## src/rtl/conv_scan_ctrl.sv

```systemverilog
// conv_scan_ctrl: kernel-tap (x,y) and output-position (X,Y) scan for the 3x3 weight path.
// Rev 1.0 -- initial release.
`default_nettype none

module conv_scan_ctrl #(
  parameter int KW = 3,
  parameter int OW = 19
) (
  input  logic       clk,
  input  logic       xrst,
  input  logic       start,
  input  logic       en,
  output logic       busy,
  output logic       tap_valid,
  output logic [1:0] x,
  output logic [1:0] y,
  output logic [4:0] X,
  output logic [4:0] Y,
  output logic [3:0] w_raddr,
  output logic       kernel_load,
  output logic       win_first,
  output logic       win_last,
  output logic       row_end,
  output logic       finish
);

  localparam logic [1:0] K_LAST = 2'(KW - 1);
  localparam logic [4:0] P_LAST = 5'(OW - 1);
  localparam logic [3:0] KW4    = 4'(KW);

  typedef enum logic {
    S_IDLE = 1'b0,
    S_RUN  = 1'b1
  } state_t;

  state_t     state_q;
  logic [1:0] x_q, y_q, x_d, y_d;
  logic [4:0] X_q, Y_q, X_d, Y_d;
  logic       finish_q;
  logic       x_wrap, y_wrap, col_wrap, row_wrap, last_tap;

  // Odometer advance: x innermost, then y, then X, then Y.
  always_comb begin
    x_wrap   = (x_q == K_LAST);
    y_wrap   = (y_q == K_LAST);
    col_wrap = (X_q == P_LAST);
    row_wrap = (Y_q == P_LAST);
    last_tap = x_wrap && y_wrap && col_wrap && row_wrap;
    x_d      = x_wrap ? 2'd0 : x_q + 2'd1;
    y_d      = y_q;
    X_d      = X_q;
    Y_d      = Y_q;
    if (x_wrap) begin
      y_d = y_wrap ? 2'd0 : y_q + 2'd1;
      if (y_wrap) begin
        X_d = col_wrap ? 5'd0 : X_q + 5'd1;
        if (col_wrap) begin
          Y_d = Y_q + 5'd1;
        end
      end
    end
  end

  always_ff @(posedge clk or negedge xrst) begin
    if (!xrst) begin
      state_q  <= S_IDLE;
      x_q      <= '0;
      y_q      <= '0;
      X_q      <= '0;
      Y_q      <= '0;
      finish_q <= 1'b0;
    end else begin
      finish_q <= 1'b0;
      case (state_q)
        S_IDLE: begin
          if (start) begin
            state_q <= S_RUN;
          end
        end
        S_RUN: begin
          if (en) begin
            if (last_tap) begin
              state_q  <= S_IDLE;
              x_q      <= '0;
              y_q      <= '0;
              X_q      <= '0;
              Y_q      <= '0;
              finish_q <= 1'b1;
            end else begin
              x_q <= x_d;
              y_q <= y_d;
              X_q <= X_d;
              Y_q <= Y_d;
            end
          end
        end
        default: state_q <= S_IDLE;
      endcase
    end
  end

  // Counters stay zero outside RUN, so only the strobes need gating by busy.
  assign busy        = (state_q == S_RUN);
  assign tap_valid   = busy;
  assign x           = x_q;
  assign y           = y_q;
  assign X           = X_q;
  assign Y           = Y_q;
  assign w_raddr     = ({2'b00, y_q} * KW4) + {2'b00, x_q};
  assign win_first   = busy && (x_q == 2'd0) && (y_q == 2'd0);
  assign kernel_load = win_first && (X_q == 5'd0) && (Y_q == 5'd0);
  assign win_last    = busy && x_wrap && y_wrap;
  assign row_end     = win_last && col_wrap;
  assign finish      = finish_q;

endmodule

`default_nettype wire

```

## config.mk

```make
export PLATFORM = sky130hd
export DESIGN_NAME = conv_scan_ctrl
export DESIGN_NICKNAME = d
export VERILOG_FILES = /design/src/rtl/conv_scan_ctrl.sv
export SDC_FILE = /design/constraint.sdc
export NUM_CORES = 1
export LEC_CHECK = 0
export ABC_CLOCK_PERIOD_IN_PS = 2830
export CAP_MARGIN = 20
export CORE_MARGIN = 8
export CORE_UTILIZATION = 45
export CTS_BUF_LIST = sky130_fd_sc_hd__clkbuf_16
export DETAILED_ROUTE_END_ITERATION = 8
export PLACE_DENSITY = 0.73
export SLEW_MARGIN = 0
export SYNTH_ARGS = -nofsm -noshare
export SYNTH_HDL_FRONTEND = slang
export SYNTH_SLANG_ARGS = --single-unit
```

## constraint.sdc

```tcl
create_clock -name clk -period 2.83 [get_ports clk]
set_input_delay 0.849 -clock clk [delete_from_list [all_inputs] [get_ports clk]]
set_output_delay 0.849 -clock clk [all_outputs]
set_load 0.01 [all_outputs]
```

* Word-level counts from Yosys, hierarchy flattened *
Index checks and enable logic that the tools add are counted.

operators by class
  add/sub/neg operators = 5
  multipliers = 1
  multiplexer cells = 20
  bitwise operators = 1
  divide/modulo/power cells = 0
  magnitude comparators = 0
  reductions and logical operators = 21
  equality and inequality tests = 4
  shift-type cells = 0

operators with widths
  kind                                              count
  2-to-1 mux 5 bit                                  8
  adder 5 x 1 -> 5 bit, second input constant       2
  == test 5 bit, second input constant              2
  logical AND 1 bit                                 10
  zero test 5 bit                                   2
  2-to-1 mux 2 bit                                  5
  2-to-1 mux 1 bit                                  6
  nonzero test 2 bit                                3
  AND reduction 5 bit                               1
  adder 2 x 1 -> 2 bit, second input constant       2
  adder 4 x 2 -> 4 bit                              1
  == test 2 bit, second input constant              2
  zero test 2 bit                                   2
  multiplier 2 x 2 -> 4 bit, second input constant  1
  AND reduction 4 bit                               1
  AND reduction 3 bit                               1
  case mux 1 bit (2 select lines)                   1
  AND reduction 2 bit                               1
  NOT 1 bit                                         1

word-level totals
  latch bits = 0
  register bits after elaboration = 16
  RAM bits = 0
  bits in read-only memories = 0
  memories = 0
  word-level logic and storage cells = 58

* Logic depth before layout (Yosys ltp) *
Gate-level depths: netlist of run 1.

  word-level depth = 7
  mapped depth = 6
  mapped depth without buffers = 5

* Worst setup path before layout of run 1 *
Ideal clock, no wire load.

  path kind = reg2out
  start point = register y_q[0], in the netlist y[0]
  end point = output port w_raddr[2]
  stages on the path, launching flop included = 4
  data arrival time = 1,669 ps
  slack = 312 ps
  cell sequence = dfrtp_1 -> fa_1 -> ha_1 -> fa_1

on the way
  cells in the longest elaborated chain, start to end = 2

ends and longest elaborated chain
  item                       RTL line  source
  from (decl)                37        logic [1:0] x_q, y_q, x_d, y_d;
  from (signal assigned)     91        y_q <= y_d;
  multiplier 2 x 2 -> 4 bit  109       assign w_raddr = ({2'b00, y_q} * KW4) + {2'b00, x_q};
  adder 4 x 2 -> 4 bit       109
  to (decl)                  19        output logic [3:0] w_raddr,

No other way between the ends.

* Worst setup path after layout of run 1 *
Ends and elaborated chain as after synthesis.

==> metrics.md, run 1 <==
| Metric | Value |
|---|---|
| Share of layout cells above drive strength 1 | `0.1298` |
| Setup Viol. Count Final | `0` |
| CP max stage delay | `just under 0.5 ns` |
| Clock sinks | `16` |
| Clock insertion delay at the later pin of the skew report | `0.25 ns` |
| Final worst slack | `slightly above 0.07 ns` |
| Worst Hold Class | `reg2reg` |
| Register area | `400.4 um2` |
| P per Cell Area | `between 800 and 900 nW/um2` |
| Core ar. | `2191 um2` |
| Critical path's slowest cell | `fa_1` |
| Hold buffers post-CTS | `0` |
| Area of the multi-input gates | `566.8 um2` |
| Maxcap violations | `0` |
| Post-CTS setup buffer count | `0` |
| Fmax | `362.4 MHz` |
| Initial DRC Count | `24` |
| FF+latch count, synth | `16` |
| Clk root buf | `clkbuf_16` |
| Critical Path Sink Type | `output port` |
| Final #Nets | `151` |
| Top cell type's share of synthesized area | `0.3855` |
| Slew headroom | `0.5065` |
| Antenna diode count | `0` |
| First-pass DRT Iterations | `4` |
| Site row count | `17` |
| Max-slew violations | `0` |
| RSZ-0062 raised after global routing | `no` |
| Die Ht | `64.04 um` |
| Num CTS Buffers | `3` |
| RR Startpoint | `X[0]$_DFFE_PN0P_` |
| Total global routing overflow | `0` |
| H-tree levels | `1` |
| Layout Skew | `around 0.005 ns` |
| Netlist cell types | `30` |
| Place WS | `-0.1255 ns` |
| CP Launch Type | `flip-flop` |
| Crit-path cells | `fa_1, ha_2, fa_1, buf_2` |
| CP Capture Point | `w_raddr[2]` |
| Largest net degree at the start of global routing | `17` |
| Syn Area/Cell | `10.49 um2` |
| Antenna violations before repair | `0` |
| Vias/cell | `5.176` |
| Post-Syn Instances | `~100` |
| Req. time, crit path | `roughly 2.0 ns` |
| Worst reg2reg setup slack | `1.23 ns` |
| Reg clk slew, reported paths | `approximately 0.050 ns` |
| CTS tree | `done` |
| Final Hold Fails | `0` |
| Clock buffer depth | `2` |
| CP Class | `reg2out` |
| Slew of the pin with the lowest slew margin | `roughly 0.74 ns` |
| Period utilization | `0.9750` |
| Status | `finished, final reports clean` |
| Synth area leader | `dfrtp_1` |
| Area contributors post-synth | `dfrtp_1 39%, ha_1 14%, fa_1 3.9%` |
| Crit path max fanout | `2` |
| Die area | `just over 4000 um2` |
| YS warnings | `0` |
| # fillers | `180` |
| Routed WL | `2341 um` |
| Post-DP HPWL | `1750 um` |
| Area grow syn2layout | `37.71%` |
| Synth Cell Area | `a little over 1000 um2` |
| Initial Utilization | `0.4740` |
| Vias in the first global route | `823` |
| Final Critical Period | `2.759 ns` |
| R2r worst-path depth | `6` |
| Worst vdd ir | `0.5455 mV` |
| GP Congestion | `0.7998` |
| Global-route wire length before repair | `around 4100 um` |
| Most used cell, CP | `fa_1` |
| # DRC | `0` |
| Register area share after synthesis | `0.3855` |
| Critical Path AT | `~1.9 ns` |
| Routed Antenna Nets | `0` |
| Total track usage | `0.1257` |
| Port Buffers | `28` |
| Final core utilization | `0.6528` |
| DR vias | `823` |
| Routed WL per cell | `14.72 um` |
| # IOs | `29` |
| Worst reg2reg endpoint | `Y[0]$_DFFE_PN0P_` |
| LEAKAGE | `0.7313 nW` |
| Syn Nets | `117` |
| Critical path startpoint | `y[0]$_DFFE_PN0P_` |
| Die X | `64.04 um` |
| Post-CTS sizing | `8` |
-- metrics by stage --
stage	hold slack, ns	power (mW)	area (um2)	setup TNS (ns)	cells
5_1_grt	0.6117	1.296	1430	0	159
3_5_place_dp	0.5439	0.9709	1359	-0.1255	156
4_1_cts	0.5547	1.208	1430	0	159
6_report	0.5656	1.189	1430	0	159
2_1_floorplan	0.5532	0.6388	1039	0	99
3_3_place_gp	0.5311	0.9479	1359	-0.09339	156
-- per-layer routing --
layer	track usage	vias up	part of all wire
met5	0	-	0
met4	0.06685	0	0.014
met3	0.04530	4	0.062
met2	0.1995	19	0.50
met1	0.1448	386	0.43
li1	-	414	-
-- worst min-delay path by stage --
stage | to | cells past startpoint | slack, ns | from
after detailed placement | Y[4]$_DFFE_PN0P_ | 1 | 0.54 | Y[4]$_DFFE_PN0P_
after global routing | Y[4]$_DFFE_PN0P_ | 1 | 0.61 | Y[4]$_DFFE_PN0P_
after CTS | Y[4]$_DFFE_PN0P_ | 1 | 0.55 | Y[4]$_DFFE_PN0P_
after global placement | Y[4]$_DFFE_PN0P_ | 1 | 0.53 | Y[4]$_DFFE_PN0P_
final | Y[4]$_DFFE_PN0P_ | 1 | 0.57 | Y[4]$_DFFE_PN0P_
after floorplan | X[0]$_DFFE_PN0P_ | 0 | 0.55 | xrst
-- power breakdown --
group | switching (mW) | internal [mW] | total, mW
registers | 0.0579 | 0.275 | 0.333
clock network | 0.0846 | 0.185 | 0.270
logic | 0.280 | 0.306 | 0.586
total | 0.422 | 0.767 | 1.19
-- registers in the layout, summed over array words and instances (netlist names) --
signal  cells
y           2
busy        1
x           2
X           5
Y           5
finish      1
-- layout make-up --
class                   count  area share
multi-input cells          69      0.3963
clock buffers               3     0.05249
flip-flops and latches     16      0.2800
repair buffers             34      0.2231
inverters                   9     0.02362
well taps                  28     0.02450
-- cells in the mapped netlist, drive strengths merged --
cell and n:
nand2b 2, ha 12, o21ai 3, nand3 4, mux2 3, nor2 4
mux2i 4, nor3 1, nand2 10, and3 7, o22a 1, dfrtp 16
nor4 1, xnor2 2, o211a 1, and2 1, inv 9, a41o 1
nand4 3, a41oi 2, buf 5, and4b 2, nand4bb 1, fa 2
and4bb 1, a31oi 1
-- cells in the final DEF (no fill, tap or decap), types with 2 or more instances in the layout --
cell	n
nand2_1	10
dlymetal6s2s_1	2
mux2i_1	4
mux2_2	3
nand2b_1	2
nand4_1	3
fa_1	2
o21ai_0	3
nor2_1	4
buf_4	6
ha_1	11
and4b_1	2
a41oi_1	2
inv_1	9
and3_1	5
nand3_1	4
clkbuf_16	3
clkdlybuf4s50_1	23
xnor2_1	2
dfrtp_1	16
-- worst max-delay path, delay by kind of cell, from the launching register on --
family | cells | cell delay (ns)
fa+ha+maj | 3 | 1.16
buf+inv | 1 | 0.13
flops | 1 | 0.39
-- cell families (layout without fill, tap and decap cells) --
group | after synthesis | after routing | share of synthesized area
and+or+nand+nor | 37 | 37 | 0.2072
DFF | 16 | 16 | 0.3855
adders and majority gates | 14 | 14 | 0.1831
buffers and inverters | 14 | 46 | 0.07108
AOI/OAI and AO/OA | 9 | 9 | 0.06507
muxes | 7 | 7 | 0.07108
xor gates and xnor gates | 2 | 2 | 0.01687
No activity file was read; power rests on OpenSTA's default activity.
==> run 2, diff against run 1 <==
ABC_CLOCK_PERIOD_IN_PS = 3400   (was 2830)
CORE_ASPECT_RATIO = 1.1   (was default)
clock period = 3.4 ns   (was 2.83 ns; I/O delays follow)
==> run 2 against run 1 <==
  * Critical path depth is the same
  * Combinational power shrank 19%
  * Setup slack gained 0.039 ns
  * Via count is the same
  * Clock power shrank 15%
  * Critical endpoint is now w_raddr[3]
  * Largest power group unchanged
  * Highest routed layer unchanged
==> metrics.md, run 2 (synthesis gave the netlist of run 1 again) <==
| Metric | Value |
|---|---|
| Status | `finished, final reports clean` |
| Routed WL per cell | `15.27 um` |
| GP Congestion | `0.8178` |
| Die X | `~62 um` |
| Setup TNS | `0 ns` |
| Final Critical Period | `3.291 ns` |
| Share of layout cells above drive strength 1 | `0.08661` |
| Post-CTS setup buffer count | `0` |
| Initial DRC Count | `18` |
| Worst reg2reg setup slack | `~1.7 ns` |
| Clock insertion delay at the later pin of the skew report | `0.24 ns` |
| Largest net degree at the start of global routing | `17` |
| Leading cell type in the layout, fill and taps excluded | `clkdlybuf4s50_1` |
| CTS tree | `done` |
| Hold buffers post-CTS | `0` |
| Total global routing overflow | `0` |
| Crit path max fanout | `5` |
| RSZ-0062 raised after global routing | `no` |
| Maxcap violations | `0` |
| DR vias | `~820` |
| P per Cell Area | `711.3 nW/um2` |
| Num CTS Buffers | `3` |
| Req. time, crit path | `2.38 ns` |
| Final #Nets | `146` |
| Setup Viol. Count Final | `0` |
| R2r worst-path depth | `3` |
| Area grow syn2layout | `35.18%` |
| Area of the multi-input gates | `564.3 um2` |
| Clock sinks | `16` |
| Critical Path AT | `2.27 ns` |
| Area after DPL | `1324 um2` |
| # fillers | `193` |
| Busiest grt layer | `met2` |
| Register area | `402.9 um2` |
| Clk root buf | `clkbuf_16` |
| GR Util met2 | `0.2215` |
| Worst vdd ir | `0.3964 mV` |
| H-tree levels | `1` |
| Most frequent cells in the layout | `27 x clkdlybuf4s50_1, 14 x dfrtp_1, 12 x ha_1` |
| Met1 Track Usage GR | `0.1417` |
| Routed WL | `2397 um` |
| Max-slew violations | `0` |
| Most used cell, CP | `fa_1` |
| Buf+Inv Stages, Crit Path | `1` |
| Core ar. | `2207 um2` |
| Final Hold Fails | `0` |
| Routed Antenna Nets | `0` |
| Critical path startpoint | `y[0]$_DFFE_PN0P_` |
| Vias/cell | `5.242` |
| Worst Hold Class | `reg2reg` |
| Worst path top cell family by delay | `adder cells` |
| CP Capture Point | `w_raddr[3]` |
| Total track usage | `0.1251` |
| Global-route wire length before repair | `~4000 um` |
| Worst reg2reg endpoint | `X[0]$_DFFE_PN0P_` |
| # IOs | `29` |
| Post-DP HPWL | `1807 um` |
| Site row count | `18` |
| Crit-path cells | `fa_1, ha_1, fa_1, clkdlybuf4s50_1` |
| Slew of the pin with the lowest slew margin | `0.7531 ns` |
| LEAKAGE | `0.6678 nW` |
| CP max stage delay | `0.50 ns` |
| Reg clk slew, reported paths | `0.05 ns` |
| # DRC | `0` |
| Die area | `4103 um2` |
| Final worst slack | `0.1092 ns` |
| RR Startpoint | `x[0]$_DFFE_PN0P_` |
| Design area | `1404 um2` |
| Clock buffer depth | `2` |
| Initial Utilization | `0.4705` |
| Critical path's slowest cell | `clkdlybuf4s50_1` |
| Antenna violations before repair | `0` |
| Period utilization | `0.9679` |
| Port Buffers | `28` |
| Antenna diode count | `0` |
| Post-Layout Cell Count | `157` |
| Vias in the first global route | `836` |
| CP Depth | `4` |
| Fmax | `303.9 MHz` |
| Met3 Use GR | `0.01362` |
| CP Launch Type | `flip-flop` |
| Slew headroom | `0.4963` |
| Die Ht | `66.39 um` |
| Placed cell count | `153` |
| Critical Path Sink Type | `output port` |
| Hold_ws | `0.5665 ns` |
| Layout Skew | `0.001061 ns` |
| Place WS | `between 0.15 and 0.2 ns` |
| CP Class | `reg2out` |
| First-pass DRT Iterations | `4` |
| Post-CTS sizing | `3` |
## run 2: changes by cell type in the layout (fill, tap and decap cells not counted)
| cell | delta |
|---|---|
| ha_2 | -1 |
| buf_4 | -5 |
| clkbuf_2 | -1 |
| dfrtp_2 | +2 |
| dfrtp_1 | -2 |
| clkdlybuf4s50_1 | +4 |
| dlymetal6s2s_1 | -2 |
| buf_2 | -1 |
| ha_1 | +1 |
| clkinv_1 | +1 |
## run 2: routing by layer
metal	vias up	routed length [um]
met3	2	131
met5	-	0
li1	401	-
met2	30	1225
met4	0	27
met1	390	1013
## run 2: worst min path at each step
stage / from / endpoint / slack (ns) / cells after the start
after floorplan: Y[4]$_DFFE_PN0P_ / Y[4]$_DFFE_PN0P_ / 0.55 / 1
after global placement: Y[4]$_DFFE_PN0P_ / Y[4]$_DFFE_PN0P_ / 0.53 / 1
after detailed placement: Y[4]$_DFFE_PN0P_ / Y[4]$_DFFE_PN0P_ / 0.54 / 1
after CTS: X[3]$_DFFE_PN0P_ / X[3]$_DFFE_PN0P_ / 0.56 / 1
after global routing: Y[3]$_DFFE_PN0P_ / Y[3]$_DFFE_PN0P_ / 0.59 / 1
final: X[3]$_DFFE_PN0P_ / X[3]$_DFFE_PN0P_ / 0.57 / 1
## run 2: per-stage QoR
stage	power, mW	util
floorplan	0.5317	-
global placement	0.7624	0.5998
detailed placement	0.7885	0.5998
CTS	1.011	0.6361
global route	1.067	0.6361
finish	0.9986	0.6361
## run 2: layout make-up
type	count	share of cell area
flip-flops and latches	16	0.2870
multi-input cells	69	0.4020
inverters	9	0.02406
clock inverters	1	0.002674
well taps	30	0.02674
clock buffers	3	0.05348
repair buffers	29	0.2041
## run 2: power breakdown
| part | internal (mW) | switching (mW) | leakage, nW |
|---|---|---|---|
| clock network | 0.156 | 0.0732 | 0.0385 |
| registers | 0.231 | 0.0652 | 0.188 |
| logic | 0.254 | 0.219 | 0.441 |
| total | 0.641 | 0.358 | 0.668 |
